## src/rtl/jtag_wb_pkg.sv

```systemverilog
// Shared encodings and source/probe field layout for the JTAG-to-Wishbone bridge.
// Source word, MSB first: {seq, cmd, sel, cnt, adr, dat}. Probe word: {done_seq, status, busy, rdata}.
package jtag_wb_pkg;

  typedef enum logic [1:0] {
    CMD_NOP   = 2'b00,
    CMD_READ  = 2'b01,
    CMD_WRITE = 2'b10,
    CMD_FILL  = 2'b11
  } cmd_e;

  typedef enum logic [1:0] {
    ST_OK      = 2'b00,
    ST_TIMEOUT = 2'b01,
    ST_BUS_ERR = 2'b10,
    ST_BAD_CMD = 2'b11
  } status_e;

  typedef enum logic [1:0] {
    S_IDLE = 2'b00,
    S_BUS  = 2'b01,
    S_GAP  = 2'b10,
    S_DONE = 2'b11
  } state_e;

  function automatic int src_adr_lsb(int dw);
    return dw;
  endfunction

  function automatic int src_cnt_lsb(int aw, int dw);
    return src_adr_lsb(dw) + aw;
  endfunction

  function automatic int src_sel_lsb(int cnt_w, int aw, int dw);
    return src_cnt_lsb(aw, dw) + cnt_w;
  endfunction

  function automatic int src_cmd_lsb(int cnt_w, int aw, int dw);
    return src_sel_lsb(cnt_w, aw, dw) + dw / 8;
  endfunction

  function automatic int src_seq_lsb(int cnt_w, int aw, int dw);
    return src_cmd_lsb(cnt_w, aw, dw) + 2;
  endfunction

  function automatic int src_width(int seq_w, int cnt_w, int aw, int dw);
    return src_seq_lsb(cnt_w, aw, dw) + seq_w;
  endfunction

  function automatic int prb_width(int seq_w, int dw);
    return dw + 3 + seq_w;
  endfunction

endpackage

```

## src/rtl/jtag_cmd_sync.sv

```systemverilog
// Double-samples the JTAG source word and flags a new command once two samples
// agree (multi-bit skew guard) and its sequence tag differs from the last completed one.
module jtag_cmd_sync #(
  parameter int SRC_W = 82,
  parameter int SEQ_W = 4
) (
  input  logic             clk_i,
  input  logic             rst_i,
  input  logic [SRC_W-1:0] src_i,
  input  logic [SEQ_W-1:0] done_seq_i,
  output logic [SRC_W-1:0] cmd_o,
  output logic             new_o
);

  logic [SRC_W-1:0] s1_q;
  logic [SRC_W-1:0] s2_q;

  always_ff @(posedge clk_i) begin
    if (rst_i) begin
      s1_q <= '0;
      s2_q <= '0;
    end else begin
      s1_q <= src_i;
      s2_q <= s1_q;
    end
  end

  assign cmd_o = s2_q;
  assign new_o = (s1_q == s2_q) && (s2_q[SRC_W-1 -: SEQ_W] != done_seq_i);

endmodule

```

## src/rtl/virtual_wire.sv

```systemverilog
// Portable stand-in for the vendor JTAG source/probe macro: the JTAG side is
// flattened onto host_* ports so the bridge can be driven without the TAP.
module virtual_wire #(
  parameter int          SRC_W       = 1,
  parameter int          PRB_W       = 1,
  parameter logic [31:0] INSTANCE_ID = "JBUS"
) (
  input  logic [SRC_W-1:0] host_src_i,
  output logic [PRB_W-1:0] host_probe_o,
  output logic [31:0]      host_id_o,
  output logic [SRC_W-1:0] source_o,
  input  logic [PRB_W-1:0] probe_i
);

  assign source_o     = host_src_i;
  assign host_probe_o = probe_i;
  assign host_id_o    = INSTANCE_ID;

endmodule

```

## src/rtl/jtag_wb_bridge.sv

```systemverilog
// JTAG-driven Wishbone master: executes READ, byte-selected WRITE and multi-word FILL
// commands and reports {done_seq, status, busy, rdata} back through the probe word.
module jtag_wb_bridge
  import jtag_wb_pkg::*;
#(
  parameter int          AW          = 32,
  parameter int          DW          = 32,
  parameter int          SEQ_W       = 4,
  parameter int          CNT_W       = 8,
  parameter int          TIMEOUT     = 255,
  parameter logic [31:0] INSTANCE_ID = "JBUS",
  localparam int         SW          = DW / 8,
  localparam int         SRC_W       = src_width(SEQ_W, CNT_W, AW, DW),
  localparam int         PRB_W       = prb_width(SEQ_W, DW)
) (
  input  logic             sys_clk,
  input  logic             sys_rst,
  input  logic [SRC_W-1:0] host_src_i,
  output logic [PRB_W-1:0] host_probe_o,
  output logic [31:0]      host_id_o,
  output logic [1:0]       state_o,
  output logic [AW-1:0]    wb_adr_o,
  output logic [DW-1:0]    wb_dat_o,
  input  logic [DW-1:0]    wb_dat_i,
  output logic [SW-1:0]    wb_sel_o,
  output logic             wb_stb_o,
  output logic             wb_cyc_o,
  output logic             wb_we_o,
  input  logic             wb_ack_i,
  input  logic             wb_err_i
);

  localparam int ADR_LSB = src_adr_lsb(DW);
  localparam int CNT_LSB = src_cnt_lsb(AW, DW);
  localparam int SEL_LSB = src_sel_lsb(CNT_W, AW, DW);
  localparam int CMD_LSB = src_cmd_lsb(CNT_W, AW, DW);
  localparam int SEQ_LSB = src_seq_lsb(CNT_W, AW, DW);
  localparam int WT_W    = (TIMEOUT > 0) ? $clog2(TIMEOUT + 1) : 1;

  logic [SRC_W-1:0] source;
  logic [PRB_W-1:0] probe;
  logic [SRC_W-1:0] cmd_word;
  logic             cmd_new;

  state_e           state_q;
  cmd_e             cmd_q;
  status_e          res_q;
  status_e          status_q;
  logic [SEQ_W-1:0] seq_q;
  logic [SEQ_W-1:0] done_seq_q;
  logic [CNT_W-1:0] cnt_q;
  logic [AW-1:0]    adr_q;
  logic [DW-1:0]    dat_q;
  logic [SW-1:0]    sel_q;
  logic             we_q;
  logic             cyc_q;
  logic             busy_q;
  logic [DW-1:0]    rdata_q;
  logic [WT_W-1:0]  wait_q;

  logic [SEQ_W-1:0] f_seq;
  cmd_e             f_cmd;
  logic [SW-1:0]    f_sel;

  virtual_wire #(
    .SRC_W      (SRC_W),
    .PRB_W      (PRB_W),
    .INSTANCE_ID(INSTANCE_ID)
  ) u_vw (
    .host_src_i  (host_src_i),
    .host_probe_o(host_probe_o),
    .host_id_o   (host_id_o),
    .source_o    (source),
    .probe_i     (probe)
  );

  jtag_cmd_sync #(
    .SRC_W(SRC_W),
    .SEQ_W(SEQ_W)
  ) u_sync (
    .clk_i     (sys_clk),
    .rst_i     (sys_rst),
    .src_i     (source),
    .done_seq_i(done_seq_q),
    .cmd_o     (cmd_word),
    .new_o     (cmd_new)
  );

  assign f_seq = cmd_word[SEQ_LSB +: SEQ_W];
  assign f_cmd = cmd_e'(cmd_word[CMD_LSB +: 2]);
  assign f_sel = cmd_word[SEL_LSB +: SW];

  always_ff @(posedge sys_clk) begin
    if (sys_rst) begin
      state_q    <= S_IDLE;
      cmd_q      <= CMD_NOP;
      res_q      <= ST_OK;
      status_q   <= ST_OK;
      seq_q      <= '0;
      done_seq_q <= '0;
      cnt_q      <= '0;
      adr_q      <= '0;
      dat_q      <= '0;
      sel_q      <= '0;
      we_q       <= 1'b0;
      cyc_q      <= 1'b0;
      busy_q     <= 1'b0;
      rdata_q    <= '0;
      wait_q     <= '0;
    end else begin
      case (state_q)
        S_IDLE: begin
          if (cmd_new) begin
            seq_q   <= f_seq;
            cmd_q   <= f_cmd;
            cnt_q   <= cmd_word[CNT_LSB +: CNT_W];
            adr_q   <= cmd_word[ADR_LSB +: AW];
            dat_q   <= cmd_word[DW-1:0];
            sel_q   <= f_sel;
            busy_q  <= 1'b1;
            rdata_q <= '0;
            wait_q  <= '0;
            res_q   <= ST_OK;
            if (f_cmd == CMD_NOP) begin
              state_q <= S_DONE;
            end else if (f_cmd != CMD_READ && f_sel == '0) begin
              res_q   <= ST_BAD_CMD;
              state_q <= S_DONE;
            end else begin
              we_q    <= (f_cmd != CMD_READ);
              cyc_q   <= 1'b1;
              state_q <= S_BUS;
            end
          end
        end
        S_BUS: begin
          // err has priority over a simultaneous ack
          if (wb_err_i) begin
            cyc_q   <= 1'b0;
            res_q   <= ST_BUS_ERR;
            state_q <= S_DONE;
          end else if (wb_ack_i) begin
            cyc_q  <= 1'b0;
            wait_q <= '0;
            if (cmd_q == CMD_READ) begin
              rdata_q <= wb_dat_i;
            end else if (cmd_q == CMD_FILL) begin
              rdata_q <= rdata_q + DW'(1);
            end
            if (cmd_q == CMD_FILL && cnt_q != '0) begin
              cnt_q   <= cnt_q - CNT_W'(1);
              adr_q   <= adr_q + AW'(SW);
              state_q <= S_GAP;
            end else begin
              state_q <= S_DONE;
            end
          end else if (TIMEOUT != 0 && wait_q == WT_W'(TIMEOUT - 1)) begin
            cyc_q   <= 1'b0;
            res_q   <= ST_TIMEOUT;
            state_q <= S_DONE;
          end else begin
            wait_q <= wait_q + WT_W'(1);
          end
        end
        S_GAP: begin
          cyc_q   <= 1'b1;
          state_q <= S_BUS;
        end
        S_DONE: begin
          done_seq_q <= seq_q;
          status_q   <= res_q;
          busy_q     <= 1'b0;
          state_q    <= S_IDLE;
        end
        default: state_q <= S_IDLE;
      endcase
    end
  end

  assign probe    = {done_seq_q, status_q, busy_q, rdata_q};
  assign state_o  = state_q;
  assign wb_adr_o = adr_q;
  assign wb_dat_o = dat_q;
  assign wb_sel_o = sel_q;
  assign wb_we_o  = we_q;
  assign wb_cyc_o = cyc_q;
  assign wb_stb_o = cyc_q;

endmodule

```

## config.mk

```make
export PLATFORM = sky130hd
export DESIGN_NAME = jtag_wb_bridge
export DESIGN_NICKNAME = d
export VERILOG_FILES = /design/src/rtl/jtag_wb_pkg.sv /design/src/rtl/jtag_cmd_sync.sv /design/src/rtl/virtual_wire.sv /design/src/rtl/jtag_wb_bridge.sv
export SDC_FILE = /design/constraint.sdc
export NUM_CORES = 1
export LEC_CHECK = 0
export BUFFER_PORTS_ARGS = -buffer_cell sky130_fd_sc_hd__buf_4
export CAP_MARGIN = 20
export CORE_ASPECT_RATIO = 1.75
export CORE_MARGIN = 5
export CORE_UTILIZATION = 56
export DETAILED_ROUTE_END_ITERATION = 8
export GPL_TIMING_DRIVEN = 0
export PLACE_DENSITY = 0.86
export SETUP_SLACK_MARGIN = 0.02
export SLEW_MARGIN = 20
export SYNTH_ARGS = -nofsm -noshare
export SYNTH_HDL_FRONTEND = slang
export SYNTH_HIERARCHICAL = 1
export SYNTH_SLANG_ARGS = --single-unit
```

## constraint.sdc

```tcl
create_clock -name sys_clk -period 2.85 [get_ports sys_clk]
set_input_delay 0.4275 -clock sys_clk [delete_from_list [all_inputs] [get_ports sys_clk]]
set_output_delay 0.4275 -clock sys_clk [all_outputs]
set_load 0.005 [all_outputs]
```

# Word-level counts from Yosys, hierarchy flattened
# Cells that the tools add are included.
dict set report totals {
  regBits 299
  in_bits 118
  wordCells 107
}
dict set report classes {
  addsub 4
  eq_ne 20
  mux 45
  bitwise 2
  n_reduce_logical 19
}
# cell n
set op_table {}
lappend op_table {{two-way mux 32 bit} 9}
lappend op_table {{one-hot mux 32 bit (2 select lines)} 2}
lappend op_table {{== test 82 bit} 1}
lappend op_table {{two-way mux 8 bit} 8}
lappend op_table {{adder 32 x 1 -> 32 bit, second input constant} 1}
lappend op_table {{adder 32 x 3 -> 32 bit, second input constant} 1}
lappend op_table {{one-hot mux 8 bit (2 select lines)} 2}
lappend op_table {{two-way mux 2 bit} 12}
lappend op_table {{AND reduction 5 bit} 3}
lappend op_table {{inequality test 2 bit, second input constant} 6}
lappend op_table {{inequality test 3 bit, second input constant} 4}
lappend op_table {{AND reduction 4 bit} 3}
lappend op_table {{adder 8 x 1 -> 8 bit, second input constant} 1}
lappend op_table {{== test 8 bit, second input constant} 1}
lappend op_table {{two-way mux 1 bit} 8}
lappend op_table {{one-hot mux 2 bit (4 select lines)} 1}
lappend op_table {{nonzero test 8 bit} 1}
lappend op_table {{subtractor 8 x 1 -> 8 bit, second input constant} 1}
lappend op_table {{== test 2 bit, second input constant} 3}
lappend op_table {{AND reduction 2 bit} 3}
lappend op_table {{== test 2 x 1 -> 1 bit, second input constant} 2}
lappend op_table {{zero test 2 bit} 2}
lappend op_table {{zero test 4 bit} 1}
lappend op_table {{inequality test 4 bit} 1}
lappend op_table {{9 further kinds} 13}

# Depth between registers and ports, before layout
# Gate-level depths: netlist of run 1.
dict set report logic_depth {
  depth_word 6
  mapped_depth 12
  ltp_nobuf 10
}

# By module
# The synthesis of run 1 kept the hierarchy.
# module n_inst cells_each area_per_inst_um2
set modules_own_cells {}
lappend modules_own_cells {jtag_wb_bridge 1 919 7116.8}
lappend modules_own_cells {jtag_cmd_sync 1 462 5335.1}
lappend modules_own_cells {virtual_wire 1 155 1156.1}

# Worst setup path before layout of run 1
# OpenSTA, ideal clock, no wires.
dict set report synth_path {
  path_type {reg-to-reg}
  startpoint {register u_sync.s2_q[66], in the netlist u_sync/cmd_o[66]}
  endpoint {register adr_q[29], in the netlist wb_adr_o[29]}
  setup_ps 91
  arrival_time_ps 2378
  required_time_ps 2759
  path_slack_ps 381
  stages_incl_launch_ff 13
  n_path_buf 2
  path_cell_list {dfxtp_1 xnor2_2 nand4_1 nor4_1 nand4_1 nor4_2 mux2i_1 a21oi_2 and2_1 buf_4 buf_2 nor2_1 a311oi_1}
}
dict set report synth_via {
  elab_chain_len 4
}
# element line
set synth_rtl {}
lappend synth_rtl {{start, declared} jtag_cmd_sync.sv:16} ;# logic [SRC_W-1:0] s2_q;
lappend synth_rtl {{start signal, assigned} jtag_cmd_sync.sv:24} ;# s2_q <= s1_q;
lappend synth_rtl {{== test 82 bit} jtag_cmd_sync.sv:29} ;# assign new_o = (s1_q == s2_q) && (s2_q[SRC_W-1 -: SEQ_W] != done_seq_i);
lappend synth_rtl {{logical AND 1 bit} jtag_cmd_sync.sv:29}
lappend synth_rtl {{via cmd_new} jtag_wb_bridge.sv:43} ;# logic cmd_new;
lappend synth_rtl {{inequality test 2 bit (no line)} n/a}
lappend synth_rtl {{AND reduction 5 bit (no line)} n/a}
lappend synth_rtl {{end signal, assigned} jtag_wb_bridge.sv:117} ;# adr_q <= cmd_word[ADR_LSB +: AW];
lappend synth_rtl {{end signal, assigned} jtag_wb_bridge.sv:152} ;# adr_q <= adr_q + AW'(SW);
lappend synth_rtl {{end, declared} jtag_wb_bridge.sv:52} ;# logic [AW-1:0] adr_q;
# The timed path passes the listed nets, and every way through them passes these cells.
# A chain may end at the register's enable or synchronous reset.

# Final worst setup path of run 1
dict set report layout_path {
  startpoint {register u_sync.s2_q[76], in the netlist u_sync/cmd_o[76]}
  endpoint {register adr_q[15], in the netlist wb_adr_o[15]}
}
# Same word-level chain as after synthesis.

==> metrics.md, run 1 <==
| Metric | Value |
|---|---|
| Result of the run | `complete, but fails checks` |
| Violated checks | `setup timing` |
| P_int | `7.08 mW` |
| Sequential share of power | `44.9%` |
| Setup-failing EPs final | `81` |
| Post-synthesis register bit count | `299` |
| Synthesis-to-finish area growth | `23.3%` |
| Source-to-sink clock delay at the later pin of the worst-skew pair | `0.55 ns` |
| Final max-slew violation count | `0` |
| Count of maximum capacitance violations | `0` |
| Setup TNS Final | `-4.60 ns` |
| H-tree depth reported by CTS | `1` |
| Count of flip-flops with a built-in enable after synthesis | `0` |
| Flop2flop setup slack | `-0.22 ns` |
| Critical path peak fanout | `10` |
| Number of global-route vias before repair | `12100` |
| DRC violations left | `0` |
| Data arrival time of the critical path | `3.50 ns` |
| # diodes | `0` |
| Overall global routing resource usage | `29.6%` |
| DR iter-0 viols | `887` |
| Clock buffer count from CTS | `26` |
| Post-CTS Hold Fix Bufs | `0` |
| Worst reg2reg endpoint | `wb_adr_o[15]$_SDFFE_PP0P_` |
| Period Utilization, post-route | `108%` |
| Most instantiated flip-flop cell in the synthesis netlist | `sky130_fd_sc_hd__dfxtp_1` |
| CTS max path bufs | `3` |
| Number of top-level pins | `262` |
| Number of stages on the worst hold path | `2` |
| Fill cell instance count of the final layout | `1809` |
| Hold Crit Endpoint | `u_sync/s1_q[18]$_SDFF_PP0_` |
| Clock Skew | `0.0191 ns` |
| Synthesis Warnings | `6` |
| Via count | `12100` |
| Antenna violations before repair | `0` |
| Standard-cell rows | `75` |
| Number of instances in the synthesized netlist | `1536` |
| Distinct cells, synth | `74` |
| Library cell with the largest summed area after synthesis | `sky130_fd_sc_hd__dfxtp_1` |
| DR WL/cell | `20.8 um` |
| Post-route worst hold slack | `0.0869 ns` |
| Depth of the worst register-to-register path | `13` |
| Sum of routed wire length over all layers | `43.6 mm` |
| Worst voltage drop across the vdd grid | `0.501 mV` |
| Path category of the worst min-delay check | `in2reg` |
| Maximum operating frequency | `326 MHz` |
| Hold path start | `host_src_i[18]` |
| Sort of element at the end of the critical path | `flip-flop` |
| Clock tree root buffer cell | `sky130_fd_sc_hd__clkbuf_16` |
| HPWL reported at the end of detailed placement | `32.1 mm` |
| Number of nets with antenna violations after detailed routing | `0` |
| Cell area power density | `600 mW/mm^2` |
| Element type at the critical path start | `flip-flop` |
| TritonRoute pass-1 iters | `5` |
| Worst reg2reg startpoint | `u_sync/cmd_o[76]$_SDFF_PP0_` |
| Shortest clock period the worst path allows after layout | `3.07 ns` |
| Fraction of layout instances using a drive strength above 1 | `27.1%` |
| Layout Nets | `1895` |
| P_sw | `2.99 mW` |
| Area used by sequential logic in the layout | `0.00599 sq mm` |
| IO buf count | `147` |
| Starting utilization of the core area | `56.6%` |
| Floorplan die height | `216 um` |
| Startpoint-to-endpoint class of the critical path | `reg2reg` |
| Final worst-path setup slack | `-0.220 ns` |
| Clock sink count | `299` |
| Pin count of the biggest net entering global routing | `18` |
| Core area | `0.0240 sq mm` |
| Post-synthesis instance area | `0.0136 sq mm` |
| Slew at the pin with the worst max-slew slack | `0.845 ns` |
| Area share of the leading cell type in the synthesized netlist | `44.0%` |
| Area contributors post-synth | `sky130_fd_sc_hd__dfxtp_1, sky130_fd_sc_hd__buf_4, sky130_fd_sc_hd__nor2b_1, sky130_fd_sc_hd__nand2_1, sky130_fd_sc_hd__a21oi_1` |
| Portion of the post-synthesis area used by sequential elements | `44.0%` |
| Area occupied by multi-input gates | `0.00651 sq mm` |
| Post-synthesis average cell area | `8.86 sq um` |
| First-pass GRT wire length | `64.9 mm` |
| Share of synthesized registers carrying an async set or reset | `0%` |
| Setup repair after global routing missed its margin | `yes` |
| Number of vias per cell | `5.76` |
| Die area | `0.0276 sq mm` |
| Worst max-slew margin expressed relative to the limit | `43.6%` |
| Clock tree from TritonCTS | `yes` |
| Switching power as a share of total power | `29.7%` |
| Width of the die | `128 um` |
| Clock-pin slew on the worst setup and hold paths | `0.07 ns` |
| Share of total power in the clock network | `34.9%` |
| Final count of hold timing violations | `0` |
| Share of power burned in combinational logic | `20.3%` |
| Placer congestion estimate | `0.969` |
| Required time worst endpoint | `3.28 ns` |
| Total global routing overflow | `0` |
| Pwr Total | `10.1 mW` |
| Static power due to leakage | `6.68 nW` |
-- flip-flops by register name, summed over array words and instances (netlist names), 4 cells and up --
name,count
seq_q,4
cnt_q,8
wb_sel_o,4
u_sync/s1_q,82
done_seq_q,4
wb_adr_o,32
wb_dat_o,32
rdata_q,32
u_sync/cmd_o,82
wait_q,8
-- power by group through the flow --
| stage | Combinational [mW] | Sequential (mW) | Clock [mW] |
|---|---|---|---|
| 3_5_place_dp | 1.67 | 4.60 | 0 |
| 3_3_place_gp | 1.64 | 4.59 | 0 |
| 6_report | 2.04 | 4.52 | 3.51 |
| 2_1_floorplan | 1.08 | 4.56 | 0 |
| 4_1_cts | 1.80 | 4.51 | 3.53 |
| 5_1_grt | 2.13 | 4.53 | 3.70 |
-- worst max-delay path, cell delays in order (launching register included) --
cell and delay, ns:
sky130_fd_sc_hd__dfxtp_1 0.36, sky130_fd_sc_hd__xnor2_2 0.24, sky130_fd_sc_hd__nand4_1 0.20, sky130_fd_sc_hd__nor4_2 0.36
sky130_fd_sc_hd__nand3_2 0.18, sky130_fd_sc_hd__nor4_4 0.23, sky130_fd_sc_hd__buf_4 0.18, sky130_fd_sc_hd__mux2i_4 0.11
sky130_fd_sc_hd__a21oi_4 0.25, sky130_fd_sc_hd__and2_4 0.21, sky130_fd_sc_hd__buf_4 0.11, sky130_fd_sc_hd__buf_8 0.14
sky130_fd_sc_hd__a21oi_1 0.09, sky130_fd_sc_hd__a211oi_1 0.27
-- per-stage QoR --
stage / std cells / util, % / setup WS, ns / cell area, sq um
finish: 2094 / 69.8 / -0.220 / 16800
global placement: 2021 / 63.3 / -0.768 / 15200
detailed placement: 2021 / 63.3 / -0.819 / 15200
floorplan: 1566 / - / 0.381 / 13700
CTS: 2079 / 68.2 / -0.0283 / 16400
global route: 2094 / 69.8 / -0.283 / 16800
-- layout make-up --
type | instances | area share [%]
Multi-Input combinational cell | 1008 | 38.8
Sequential cell | 299 | 35.7
Buffer | 230 | 9.43
Timing Repair Buffer | 176 | 8.20
Clock buffer | 34 | 4.30
Tap cell | 308 | 2.30
Clock inverter | 13 | 0.716
Inverter | 26 | 0.582
-- worst max-delay path by stage --
stage                                      startpoint                   endpoint  slack, ns  cells past startpoint
after floorplan           u_sync/cmd_o[66]$_SDFF_PP0_  wb_adr_o[29]$_SDFFE_PP0P_       0.38                     12
after global placement    u_sync/cmd_o[38]$_SDFF_PP0_      cnt_q[7]$_SDFFE_PP0P_      -0.77                     10
after detailed placement  u_sync/cmd_o[21]$_SDFF_PP0_  wb_adr_o[16]$_SDFFE_PP0P_      -0.82                     11
after CTS                 u_sync/cmd_o[34]$_SDFF_PP0_  wb_adr_o[29]$_SDFFE_PP0P_      -0.03                     12
after global routing      u_sync/cmd_o[76]$_SDFF_PP0_  wb_adr_o[15]$_SDFFE_PP0P_      -0.28                     13
final                     u_sync/cmd_o[76]$_SDFF_PP0_  wb_adr_o[15]$_SDFFE_PP0P_      -0.22                     13
-- kinds of logic (layout without fill, tap and decap cells) --
group	count (synthesis)	in the layout	share of synthesized area [%]
AOI/OAI and AO/OA	277	277	13.2
xor gates and xnor gates	97	97	6.30
DFF	299	299	44.0
buffers and inverters	259	479	11.6
adders and majority gates	10	10	0.919
muxes	14	14	1.05
and+or+nand+nor	578	578	22.9
other	2	32	0.0552
-- cells in the mapped netlist (all sizes together) (17+ instances only) --
library cell,count
a21oi,93
dfxtp,299
nand3,27
nor2b,171
nor4,28
nand4,31
nor2,68
inv,26
clkbuf,55
nor3,23
o21ai,46
nand2,167
buf,178
a211oi,17
xnor2,49
xor2,48
-- timing repair --
item / CTS / global route
cloned: 1 / 2
resized for setup: 58 / 71
pin swaps: 10 / 21
setup buffers: 12 / 14
setup endpoints to repair: 126 / 120
-- layout by cell type (no fill, tap or decap), drive strengths merged, types with 11 or more instances in the layout --
cell      n
inv      28
dfxtp   299
o21ai    46
clkbuf   85
buf     355
a21oi    93
nand4    31
xor2     48
conb     32
nand2   167
o22ai    16
a211oi   17
and2     11
nor2     68
nor3     23
nor2b   171
mux2i    12
a22oi    15
nor4     28
xnor2    49
nand3    27
-- per-layer routing --
metal	GRT usage (%)	wire [um]	part of all wire [%]	up-vias
met2	52.6	22100	51	725
met4	22.9	3780	8.7	0
met3	4.36	3430	7.9	200
met1	30.4	14300	33	5574
met5	0	0	0	-
li1	-	-	-	5559
No activity file was read; power rests on OpenSTA's default activity.
==> run 2: changes to the inputs <==
- clock period: 2.85 -> 3.2 ns (I/O delays scaled with it)
==> run 2 against run 1 <==
  * The run now ends clean
  * Combinational power is 22% lower
  * Count of clock-buffer cells in the layout unchanged
  * Final cell count shrank 0.96%
  * Worst setup slack improved by 0.29 ns
  * Sequential share of layout area up 1.1 points
  * Wire length shrank 2.6%
  * First-iteration DRC count decreased by 2.9%
  * Design area shrank 3.2%
  * Critical path depth decreased by 1
  * Highest routed layer unchanged
==> metrics.md, run 2 (synthesis results as in run 1) <==
| Metric | Value |
|---|---|
| Placer congestion estimate | `0.969 (unchanged)` |
| Die area | `0.0276 sq mm (unchanged)` |
| Layout Nets | `1875 (-1.1%)` |
| Clock tree root buffer cell | `sky130_fd_sc_hd__clkbuf_16` |
| DRC violations left | `0 (unchanged)` |
| Pin count of the biggest net entering global routing | `18 (unchanged)` |
| Core area | `0.0240 sq mm (unchanged)` |
| Count of maximum capacitance violations | `0 (unchanged)` |
| Clock sink count | `299 (unchanged)` |
| Setup TNS Final | `0 ns (+4.60 ns)` |
| Final max-slew violation count | `0 (unchanged)` |
| Number of vias per cell | `5.79 (+0.53%)` |
| Most frequent standard cell in the layout excluding fill and tap cells | `sky130_fd_sc_hd__buf_4` |
| Source-to-sink clock delay at the later pin of the worst-skew pair | `0.55 ns (about the same)` |
| TritonRoute pass-1 iters | `5 (unchanged)` |
| Result of the run | `finished, final reports clean` |
| Sum of routed wire length over all layers | `42.5 mm (-2.6%)` |
| Critical path peak fanout | `10 (unchanged)` |
| Uppermost layer routed | `met4` |
| Period Utilization, post-route | `97.7% (-10 points)` |
| Metal3 WL | `3.33 mm (-2.8%)` |
| Overall global routing resource usage | `29.3% (-0.27 points)` |
| Post-CTS Hold Fix Bufs | `0 (unchanged)` |
| HPWL reported at the end of detailed placement | `32.1 mm (unchanged)` |
| Element type at the critical path start | `flip-flop` |
| Slew at the pin with the worst max-slew slack | `0.888 ns (+0.0427 ns)` |
| Static power due to leakage | `6.47 nW (-3.2%)` |
| Worst reg2reg endpoint | `rdata_q[22]$_SDFFE_PP0P_` |
| Clock-pin slew on the worst setup and hold paths | `0.07 ns (about the same)` |
| Number of top-level pins | `262 (unchanged)` |
| DR WL/cell | `20.5 um (-1.6%)` |
| Startpoint-to-endpoint class of the critical path | `reg2reg` |
| Clock Skew | `0.0214 ns (+0.00225 ns)` |
| First-pass GRT wire length | `64.2 mm (-0.98%)` |
| Flop2flop setup slack | `0.07 ns (+0.29 ns)` |
| Synthesis-to-finish area growth | `19.4%` |
| Number of global-route vias before repair | `12000 (-0.83%)` |
| Final worst-path setup slack | `0.0721 ns (+0.292 ns)` |
| Clock buffer count from CTS | `26 (unchanged)` |
| H-tree depth reported by CTS | `1 (unchanged)` |
| Standard-cell rows | `75 (unchanged)` |
| Clock tree from TritonCTS | `yes` |
| Worst voltage drop across the vdd grid | `0.445 mV (-11%)` |
| Sort of element at the end of the critical path | `flip-flop` |
| Width of the die | `128 um (unchanged)` |
| Starting utilization of the core area | `56.6% (unchanged)` |
| Depth of the worst register-to-register path | `12 (-1)` |
| Total global routing overflow | `0 (unchanged)` |
| Worst reg2reg startpoint | `u_sync/cmd_o[36]$_SDFF_PP0_` |
| Maximum operating frequency | `320 MHz (-1.9%)` |
| Worst setup path startpoint | `u_sync/cmd_o[36]$_SDFF_PP0_` |
| Shortest clock period the worst path allows after layout | `3.13 ns (+0.0582 ns)` |
| Total placed instance area | `0.0152 sq mm (unchanged)` |
| Number of nets with antenna violations after detailed routing | `0 (unchanged)` |
| Via count | `12000 (-0.43%)` |
| Floorplan die height | `216 um (unchanged)` |
| IO buf count | `147 (unchanged)` |
| Path category of the worst min-delay check | `in2reg` |
| Dpl ws | `-0.469 ns (+0.350 ns)` |
| Final count of hold timing violations | `0 (unchanged)` |
| # diodes | `0 (unchanged)` |
| Highest-count cells in the layout ignoring fill and taps | `sky130_fd_sc_hd__buf_4, sky130_fd_sc_hd__dfxtp_1, sky130_fd_sc_hd__nor2b_1, sky130_fd_sc_hd__nand2_1, sky130_fd_sc_hd__a21oi_1` |
| Met1 wire length | `14.2 mm (-0.76%)` |
| CTS max path bufs | `3 (unchanged)` |
| Data arrival time of the critical path | `3.61 ns (+0.11 ns)` |
| Capturing instance or port of the critical path | `rdata_q[22]$_SDFFE_PP0P_` |
| Required time worst endpoint | `3.68 ns (+0.40 ns)` |
| Fraction of layout instances using a drive strength above 1 | `23.5% (-3.6 points)` |
| DR iter-0 viols | `861 (-2.9%)` |
| Setup-failing EPs final | `0 (-100%)` |
| Antenna violations before repair | `0 (unchanged)` |
| Number of stages on the worst hold path | `2 (unchanged)` |
| Post-route design area | `0.0162 sq mm (-3.2%)` |
| Worst max-slew margin expressed relative to the limit | `40.6% (-3.1 points)` |
| Cell area power density | `538 mW/mm^2 (-10%)` |
| Met2 WL | `21.6 mm (-2.5%)` |
## run 2: critical path, cell delays in order, from the launching register on
cell and delay, ns:
sky130_fd_sc_hd__dfxtp_1 0.34, sky130_fd_sc_hd__xnor2_2 0.21, sky130_fd_sc_hd__nand4_1 0.27, sky130_fd_sc_hd__nor4_2 0.34
sky130_fd_sc_hd__nand4_1 0.20, sky130_fd_sc_hd__nor4_4 0.28, sky130_fd_sc_hd__buf_4 0.18, sky130_fd_sc_hd__nor2b_1 0.10
sky130_fd_sc_hd__nor4_4 0.45, sky130_fd_sc_hd__clkbuf_4 0.33, sky130_fd_sc_hd__nand2_1 0.07, sky130_fd_sc_hd__mux2i_1 0.18
sky130_fd_sc_hd__a221o_1 0.13
## run 2: where the power goes
part           internal [mW]  leakage (nW)  switching [mW]
clock                   1.69         0.408            1.43
sequential              3.87          2.44           0.150
combinational          0.610          3.61           0.989
## run 2: per-stage QoR
step	utilization [%]	hold slack, ns	total power, mW	instances
floorplan	-	0.432	5.02	1566
global placement	63.3	0.444	5.55	2021
detailed placement	63.3	0.448	5.58	2021
CTS	67.2	0.128	8.69	2070
global route	67.6	0.137	9.01	2074
finish	67.6	0.138	8.74	2074
## run 2: what timing repair did
item                                    4_1_cts  5_1_grt
buffers inserted                              2        4
pin swaps                                     2        8
resized for setup                            17       28
endpoints found under the setup margin       91      105
## run 2: worst min-delay path by stage
| stage | startpoint | to | slack, ns |
|---|---|---|---|
| floorplan | u_sync/cmd_o[5]$_SDFF_PP0_ | wb_dat_o[5]$_SDFFE_PP0P_ | 0.43 |
| global placement | u_sync/s1_q[63]$_SDFF_PP0_ | u_sync/cmd_o[63]$_SDFF_PP0_ | 0.44 |
| detailed placement | wb_dat_o[2]$_SDFFE_PP0P_ | wb_dat_o[2]$_SDFFE_PP0P_ | 0.45 |
| CTS | host_src_i[18] | u_sync/s1_q[18]$_SDFF_PP0_ | 0.13 |
| global route | host_src_i[20] | u_sync/s1_q[20]$_SDFF_PP0_ | 0.14 |
| finish | host_src_i[18] | u_sync/s1_q[18]$_SDFF_PP0_ | 0.14 |
## run 2: final cells by class
type	count	area, sq um
clock buffers	34	721
fillers	1879	7780
plain buffers	233	1520
clock inverters	13	120
repair buffers	153	1160
multi-input cells	1008	6260
flip-flops and latches	299	5990
inverters	26	97.6
well taps	308	385
## run 2: layer usage
layer,vias up,track usage [%]
met1,5569,30.2
met5,-,0
met4,0,21.3
met2,721,52.6
met3,199,4.53
li1,5517,-
